### src/rtl/ceyloniac_pkg.sv
// Shared encodings and framing constants for the ceyloniac boot loader.
// Frame on the wire: N_LO, N_HI, N*4 payload bytes, XOR checksum byte.
package ceyloniac_pkg;

    typedef enum logic [2:0] {
        StHdrLo = 3'd0,
        StHdrHi = 3'd1,
        StData  = 3'd2,
        StWrite = 3'd3,
        StCsum  = 3'd4,
        StRun   = 3'd5,
        StError = 3'd6
    } boot_state_e;

    localparam int unsigned BOOT_HDR_BYTES = 2;
    localparam int unsigned BYTES_PER_WORD = 4;
    localparam int unsigned LANE_WIDTH     = 2;
    localparam int unsigned CSUM_WIDTH     = 8;

endpackage

### src/rtl/ceyloniac_byte_packer.sv
// Assembles little-endian bytes into one memory word; word_done_o flags the byte that completes it.
// word_o already includes the byte being accepted so the caller can register it on the same edge.
module ceyloniac_byte_packer
    import ceyloniac_pkg::*;
#(
    parameter int unsigned BYTE_WIDTH = 8,
    parameter int unsigned DATA_WIDTH = 32
) (
    input  logic                  clk_i,
    input  logic                  rst_ni,
    input  logic                  clear_i,
    input  logic                  byte_valid_i,
    input  logic [BYTE_WIDTH-1:0] byte_i,
    output logic [DATA_WIDTH-1:0] word_o,
    output logic                  word_done_o
);

    logic [LANE_WIDTH-1:0] lane_q, lane_d;
    logic [DATA_WIDTH-1:0] word_q, word_d;

    always_comb begin
        lane_d      = lane_q;
        word_d      = word_q;
        word_done_o = 1'b0;
        if (clear_i) begin
            lane_d = '0;
            word_d = '0;
        end else if (byte_valid_i) begin
            word_d[int'(lane_q)*BYTE_WIDTH +: BYTE_WIDTH] = byte_i;
            // Lane counter wraps to 0 after the last lane, ready for the next word.
            lane_d      = lane_q + 1'b1;
            word_done_o = (lane_q == LANE_WIDTH'(BYTES_PER_WORD - 1));
        end
    end

    assign word_o = word_d;

    always_ff @(posedge clk_i or negedge rst_ni) begin
        if (!rst_ni) begin
            lane_q <= '0;
            word_q <= '0;
        end else begin
            lane_q <= lane_d;
            word_q <= word_d;
        end
    end

endmodule

### src/rtl/ceyloniac_boot_loader.sv
// Boot loader: receives a framed program image, writes it through the load port, checks the
// XOR checksum and only then enables the control unit.
module ceyloniac_boot_loader
    import ceyloniac_pkg::*;
#(
    parameter int unsigned DATA_WIDTH = 32,
    parameter int unsigned ADDR_WIDTH = 8,
    parameter int unsigned BYTE_WIDTH = 8
) (
    input  logic                  clk_i,
    input  logic                  rst_ni,
    input  logic [BYTE_WIDTH-1:0] rx_data_i,
    input  logic                  rx_valid_i,
    output logic                  rx_ready_o,
    input  logic                  boot_start_i,
    output logic                  load_mem_write_o,
    output logic [ADDR_WIDTH-1:0] load_mem_addr_o,
    output logic [DATA_WIDTH-1:0] load_mem_wdata_o,
    output logic                  control_enable_o,
    output logic                  boot_busy_o,
    output logic                  boot_error_o,
    output logic [ADDR_WIDTH:0]   words_loaded_o
);

    localparam int unsigned NW       = BOOT_HDR_BYTES * BYTE_WIDTH;
    localparam int unsigned MaxWords = 1 << ADDR_WIDTH;

    boot_state_e           state_q, state_d;
    logic [BYTE_WIDTH-1:0] n_lo_q, n_lo_d;
    logic [ADDR_WIDTH:0]   n_q, n_d;
    logic [ADDR_WIDTH:0]   words_q, words_d;
    logic [BYTE_WIDTH-1:0] csum_q, csum_d;
    logic [ADDR_WIDTH-1:0] addr_q, addr_d;
    logic [DATA_WIDTH-1:0] wdata_q, wdata_d;
    logic                  write_q, enable_q, busy_q, error_q;

    logic                  accept;
    logic                  pack_valid;
    logic                  word_done;
    logic [DATA_WIDTH-1:0] pack_word;
    logic [NW-1:0]         n_full;
    logic                  n_bad;
    logic [ADDR_WIDTH:0]   words_inc;

    assign rx_ready_o = (state_q == StHdrLo) || (state_q == StHdrHi) ||
                        (state_q == StData)  || (state_q == StCsum);
    assign accept     = rx_valid_i && rx_ready_o;
    // A coincident boot_start drops the byte, so the packer must not see it either.
    assign pack_valid = accept && (state_q == StData) && !boot_start_i;
    assign n_full     = {rx_data_i, n_lo_q};
    assign n_bad      = (n_full == '0) || (32'(n_full) > MaxWords);
    assign words_inc  = words_q + 1'b1;

    ceyloniac_byte_packer #(
        .BYTE_WIDTH (BYTE_WIDTH),
        .DATA_WIDTH (DATA_WIDTH)
    ) u_packer (
        .clk_i        (clk_i),
        .rst_ni       (rst_ni),
        .clear_i      (boot_start_i),
        .byte_valid_i (pack_valid),
        .byte_i       (rx_data_i),
        .word_o       (pack_word),
        .word_done_o  (word_done)
    );

    always_comb begin
        state_d = state_q;
        n_lo_d  = n_lo_q;
        n_d     = n_q;
        words_d = words_q;
        csum_d  = csum_q;
        addr_d  = addr_q;
        wdata_d = wdata_q;
        unique case (state_q)
            StHdrLo: begin
                if (accept) begin
                    n_lo_d  = rx_data_i;
                    csum_d  = csum_q ^ rx_data_i;
                    state_d = StHdrHi;
                end
            end
            StHdrHi: begin
                if (accept) begin
                    csum_d = csum_q ^ rx_data_i;
                    if (n_bad) begin
                        state_d = StError;
                    end else begin
                        n_d     = n_full[ADDR_WIDTH:0];
                        state_d = StData;
                    end
                end
            end
            StData: begin
                if (accept) begin
                    csum_d = csum_q ^ rx_data_i;
                    if (word_done) begin
                        addr_d  = words_q[ADDR_WIDTH-1:0];
                        wdata_d = pack_word;
                        state_d = StWrite;
                    end
                end
            end
            StWrite: begin
                words_d = words_inc;
                state_d = (words_inc == n_q) ? StCsum : StData;
            end
            StCsum: begin
                if (accept) begin
                    state_d = (rx_data_i == csum_q) ? StRun : StError;
                end
            end
            StRun, StError: state_d = state_q;
            default: state_d = StHdrLo;
        endcase

        if (boot_start_i) begin
            state_d = StHdrLo;
            n_lo_d  = '0;
            n_d     = '0;
            words_d = '0;
            csum_d  = '0;
        end
    end

    always_ff @(posedge clk_i or negedge rst_ni) begin
        if (!rst_ni) begin
            state_q  <= StHdrLo;
            n_lo_q   <= '0;
            n_q      <= '0;
            words_q  <= '0;
            csum_q   <= '0;
            addr_q   <= '0;
            wdata_q  <= '0;
            write_q  <= 1'b0;
            enable_q <= 1'b0;
            busy_q   <= 1'b1;
            error_q  <= 1'b0;
        end else begin
            state_q  <= state_d;
            n_lo_q   <= n_lo_d;
            n_q      <= n_d;
            words_q  <= words_d;
            csum_q   <= csum_d;
            addr_q   <= addr_d;
            wdata_q  <= wdata_d;
            // Status outputs follow the next state so they change on the same edge as the state.
            write_q  <= (state_d == StWrite);
            enable_q <= (state_d == StRun);
            busy_q   <= (state_d != StRun) && (state_d != StError);
            error_q  <= (state_d == StError);
        end
    end

    assign load_mem_write_o = write_q;
    assign load_mem_addr_o  = addr_q;
    assign load_mem_wdata_o = wdata_q;
    assign control_enable_o = enable_q;
    assign boot_busy_o      = busy_q;
    assign boot_error_o     = error_q;
    assign words_loaded_o   = words_q;

endmodule

### config.mk
export PLATFORM = sky130hd
export DESIGN_NAME = ceyloniac_boot_loader
export DESIGN_NICKNAME = d
export VERILOG_FILES = /design/src/rtl/ceyloniac_pkg.sv /design/src/rtl/ceyloniac_byte_packer.sv /design/src/rtl/ceyloniac_boot_loader.sv
export SDC_FILE = /design/constraint.sdc
export NUM_CORES = 1
export LEC_CHECK = 0
export CORE_MARGIN = 5
export CORE_UTILIZATION = 54
export CTS_CLUSTER_DIAMETER = 50
export DETAILED_ROUTE_END_ITERATION = 10
export HOLD_SLACK_MARGIN = 0.08
export PLACE_DENSITY = 0.79
export SYNTH_ARGS = -nofsm -noshare
export SYNTH_HDL_FRONTEND = slang
export SYNTH_SLANG_ARGS = --single-unit
### constraint.sdc
create_clock -name clk_i -period 2.9 [get_ports clk_i]
set_input_delay 0.435 -clock clk_i [delete_from_list [all_inputs] [get_ports clk_i]]
set_output_delay 0.435 -clock clk_i [all_outputs]
set_load 0.02 [all_outputs]
# Word level (Yosys, flattened, before mapping)
# Index checks and enable logic that the tools add are counted.
[classes] n_eq_ne=15 muxes=29 n_lt_le_gt_ge=1 n_reduce_logical=23 shifts=2 n_div=0 n_mul=0 add_sub_neg=3 n_bitwise=1
[op_table] op="32-bit 2-to-1 mux" count=2
[op_table] op="9-bit 2-to-1 mux" count=6
[op_table] op="8-bit 2-to-1 mux" count=6
[op_table] op="5-bit negator with 34-bit output" count=1
[op_table] op="8-bit by 34-bit variable shift with 32-bit output (first input constant)" count=1
[op_table] op="8-bit by 34-bit indexed part select with 32-bit output" count=1
[op_table] op="32-bit bitwise mux" count=1
[op_table] op="3-bit 2-to-1 mux" count=8
[op_table] op="3-bit one-hot mux with 6 select lines" count=1
[op_table] op="16-bit by 9-bit > comparator with 1-bit output (second input constant)" count=1
[op_table] op="16-bit logical NOT" count=1
[op_table] op="3-bit == test (second input constant)" count=5
[op_table] op="2-bit nonzero test" count=6
[op_table] op="9-bit by 1-bit adder with 9-bit output (second input constant)" count=1
[op_table] op="3-bit by 2-bit == test with 1-bit output (second input constant)" count=3
[op_table] op="9-bit == test" count=1
[op_table] op="8-bit == test" count=1
[op_table] op="8-bit bitwise XOR" count=1
[op_table] op="2-bit 2-to-1 mux" count=3
[op_table] op="3-bit != test (second input constant)" count=2
[op_table] op="3-bit AND reduction" count=2
[op_table] op="1-bit logical AND" count=4
[op_table] op="1-bit logical OR" count=4
[op_table] op="2-bit AND reduction" count=2
[op_table] op="other kinds (9)" count=10
[totals] output_inout_bits=54 n_memories=0 ramBits=0 input_bits=12 rom_bits=0 ff_bits=115 elab_cells=87 latchBits=0

# Logic depth before layout (Yosys ltp)
[depth] depth_word=15 ltp_mapped=8 depth_no_buf=7

# Hierarchy
# A second synthesis with hierarchy kept.
[unflattened] cells_unflattened=487 hier_area_um2=5350.1
[by_module_without_submodules] mod="ceyloniac_boot_loader" cells_per_inst=331 area_each_um2=3769.9 seq_area_each_um2=2028.2 instances=1
[by_module_without_submodules] mod="ceyloniac_byte_packer" cells_per_inst=156 area_each_um2=1580.3 seq_area_each_um2=850.8 instances=1

# Worst setup path before layout
# No wires, ideal clock.
[synth_path] kind="register to register" start="register n_lo_q[3]" end="register n_q[0]" arrival_time_ps=2038 required_time_ps=2768 n_path_buf=1 synth_period_minus_slack_ps=2170 path_stages_with_launch=8 setup_time_ps=132 path_slack_ps=730 path_cell_list="dfrtp_1 or4_1 o21ai_1 or3b_4 nor4b_4 buf_6 mux2i_1 nor2_1"
[synth_via] elab_chain_cells=4 word_cells_on_any_way=5 classes_between="order compare: 1; eq/ne: 1; reduce/logical: 3"
[synth_rtl] item="start, declared" line="ceyloniac_boot_loader.sv:29" source="logic [BYTE_WIDTH-1:0] n_lo_q, n_lo_d;"
[synth_rtl] item="start signal, assigned" line="ceyloniac_boot_loader.sv:141" source="n_lo_q <= n_lo_d;"
[synth_rtl] item="16-bit by 9-bit > comparator with 1-bit output / 16-bit logical NOT (equally long branches)" line="ceyloniac_boot_loader.sv:51" source="assign n_bad = (n_full == '0) || (32'(n_full) > MaxWords);"
[synth_rtl] item="1-bit logical OR (*)" line="ceyloniac_boot_loader.sv:51"
[synth_rtl] item="2-bit != test (no line) (*)"
[synth_rtl] item="3-bit AND reduction (no line) (*)"
[synth_rtl] item="end signal, assigned" line="ceyloniac_boot_loader.sv:142" source="n_q <= n_d;"
[synth_rtl] item="end, declared" line="ceyloniac_boot_loader.sv:30" source="logic [ADDR_WIDTH:0] n_q, n_d;"
# Every way passes the cells marked *; elsewhere a longest branch is shown, timed or not.
# A chain may end at the register's enable or synchronous reset.

# Final worst setup path
[layout_path] start="register n_lo_q[7]" end="register n_q[3]"
# Same word-level chain as after synthesis.

==> summary.txt <==
Setup path
  – Worst EP arrival: 2.65 ns
  – CP Max Fanout: 9
  – Critical Path Sink Type: flop
  – CP Data Required Time: 3.12 ns
  – Worst Reg-to-Reg Cells: 7
  – CP Launch Type: flop
  – Setup Crit Path Kind: reg2reg

Detailed routing
  – 1st-iter DRT viols: 229
  – Via count: 3,616
  – Routed wire length per instance: 16.4 um
  – Antenna violation net count after detailed routing: 0
  – Drt first pass iters: 4
  – Drt via density: 5.60
  – Total Wirelength: 10,600 um
  – # DRC: 0

Synth
  – Largest family of logic cells by synthesized area: simple AND/OR/NAND/NOR gates
  – Synthesis Warnings: 0
  – Top post-synthesis cells by count: dfrtp_1, nand2_1, nor2_1, clkbuf_1, o21ai_0
  – Netlist cell types: 50
  – Cell taking the most area after synthesis: dfrtp_1
  – Most numerous cell in the Yosys netlist: dfrtp_1
  – Post-synth net total: 489
  – Dominant cells by area after synthesis: dfrtp_1, nand2_1, xor2_1
  – Post-synth EDFFs: 0
  – Synth Area in XOR/XNOR: 6.16%
  – Netlist Area Pre-Place: 4830 um^2
  – Post-synthesis mux area share: 5.34%
  – Ys async rst share: 100%
  – #FFs+latches synth: 107
  – Area share of the largest cell type after synthesis: 54.9%
  – Synth Area in Adders: 1.76%
  – Synth Area per Inst: 10.3 um^2
  – Mapped Cells: 471
  – Simple-Gate Fraction of Synth Area: 17.2%
  – Sequential share of the synthesized area: 55.5%
  – Post-synthesis compound-gate area fraction: 10.6%
  – Top_reg_cell synth: dfrtp_1

Floorplan
  – Initial Utilization: 55.4%
  – Die H: 105 um
  – Core Footprint: 8720 um^2
  – Die area: 10,900 um^2
  – Num rows: 34
  – IO Pins: 66
  – Die width: 105 um

Clocking
  – Post-cts resize count: 0
  – Postcts setup bufs: 0
  – H-tree levels: 3
  – CTS tree: done
  – Clock Pin Slew Worst Setup and Hold Paths: 0.11 ns
  – Clk Latency, worst-skew pair: 0.36 ns
  – TritonCTS Buffers: 9
  – Clock Sinks: 107
  – Clock tree buffer depth: 2
  – Root buf cell: clkbuf_8
  – Hold_buf cts: 1

Cells and area
  – Share of cells above drive strength 1: 11.5%
  – Final-layout fill cell count: 663
  – Layout area overhead: 20.7%
  – Final #Nets: 552
  – Antenna Cells: 0

Pwr
  – Power Dens Cells: 460 nW/um^2
  – Leakage power: 2.62 nW
  – Max VDD drop: 0.000266 V

Timing
  – RSZ-0062 raised after global routing: no
  – Final Max Tran Viols: 0
  – Period minus WS final: 2.43 ns
  – Min Hold Slack: 0.492 ns
  – Fin. Hold Viols: 0
  – Slew HR: 58.3%
  – Period utilization: 83.7%
  – Setup TNS: 0 ns
  – Clock skew: 0.0160 ns
  – Slew of the pin with the lowest slew margin: 0.626 ns
  – Max Freq: 412 MHz
  – Final setup viols: 0

Run
  – Max cap viols: 0

Global routing
  – Total GRT Usage: 19.8%
  – Largest net degree at the start of global routing: 64
  – Number of global-route vias before repair: 3,596
  – Antenna violations before repair: 0
  – First-pass GRT wire length: 18,000 um
  – GRT overflow: 0

Place
  – IO Port Bufs: 65
  – RD Place Congestion: 0.844
  – DP Wirelength: 7420 um

Min path
  – Worst hold stages: 2
  – Worst min-delay path class: reg2reg

Run status
  – Status: finished, final reports clean
==> worst max-delay path, stage by stage, from the launching register on <==
cell and delay, ns:
dfrtp_1 0.41, or4_1 0.56, o21ai_1 0.14, or3b_4 0.42
nor4b_4 0.23, buf_4 0.24, mux2i_1 0.24, nor2_1 0.06
==> registers in the layout (all words and copies together) (netlist names) <==
name and cells:
boot_busy_o 1, u_packer.lane_q 2, control_enable_o 1, u_packer.word_q 24, load_mem_addr_o 8, state_q 3
n_q 9, words_loaded_o 9, load_mem_wdata_o 32, n_lo_q 8, boot_error_o 1, load_mem_write_o 1
csum_q 8
==> final timing paths <==
kind	start	to	slack [ns]
max	n_lo_q[7]	n_q[3]	0.47
min	load_mem_wdata_o[12]	load_mem_wdata_o[12]	0.49
max reg2reg	n_lo_q[7]	n_q[3]	0.47
min reg2reg	load_mem_wdata_o[12]	load_mem_wdata_o[12]	0.49
max in group asynchronous	rst_ni	boot_busy_o	1.68
min in group asynchronous	rst_ni	words_loaded_o[6]	0.50
==> layer usage <==
layer  track usage (%)  vias up  routed length (um)
met1              27.4     1806                4930
li1                  -     1713                   -
met3              3.70       14                 467
met5                 0        -                   0
met4              6.48        0                 202
met2              31.7       83                4990
==> power breakdown <==
part	total, mW	switching [mW]	internal (mW)
Combinational	0.227	0.138	0.0892
Sequential	1.55	0.0311	1.52
Clock	0.904	0.506	0.399
==> area by class of cell <==
class                   count  area, um^2  share of cell area [%]
repair buffers             87         823                    14.1
clock buffers               9         124                    2.12
well taps                 108         135                    2.32
clock inverters             6        65.1                    1.12
flip-flops and latches    107        2680                    45.9
multi-input cells         323        1980                    34.0
inverters                   6        22.5                   0.386
==> placed cells by master (no fill, tap or decap), types with 3 or more instances in the layout <==
cell type | netlist | layout
a22o_1 | 9 | 9
nor3_1 | 7 | 7
nand2b_1 | 7 | 7
o21ai_0 | 29 | 29
clkbuf_8 | 0 | 9
mux2i_1 | 10 | 10
xnor2_1 | 8 | 8
xor2_1 | 26 | 26
mux2_2 | 14 | 14
nand3_1 | 8 | 8
nor3b_1 | 4 | 4
ha_1 | 6 | 6
dfrtp_1 | 106 | 106
buf_4 | 1 | 21
a22oi_1 | 8 | 8
nor2b_1 | 3 | 3
a21oi_1 | 20 | 20
a31oi_1 | 5 | 5
nor4_1 | 3 | 3
or4_1 | 3 | 3
nor2_1 | 58 | 58
inv_1 | 5 | 5
nand2_1 | 67 | 67
clkdlybuf4s50_1 | 0 | 63
==> stage by stage <==
stage / setup WS (ns) / area (um^2) / power [mW] / std cells / util, %
6_report: 0.472 / 5830 / 2.68 / 646 / 66.9
5_1_grt: 0.306 / 5830 / 2.79 / 646 / 66.9
4_1_cts: 0.448 / 5830 / 2.70 / 646 / 66.9
3_5_place_dp: 0.233 / 5630 / 1.81 / 630 / 64.6
3_3_place_gp: 0.313 / 5630 / 1.80 / 630 / 64.6
2_1_floorplan: 0.730 / 4830 / 1.70 / 471 / -
==> logic make-up after synthesis <==
| family | count (synthesis) |
|---|---|
| compound gates | 83 |
| xor+xnor | 34 |
| fa+ha+maj | 7 |
| buf+inv | 41 |
| flops | 107 |
| mux | 24 |
| simple gates | 175 |
(Power assumes the default switching activity.)
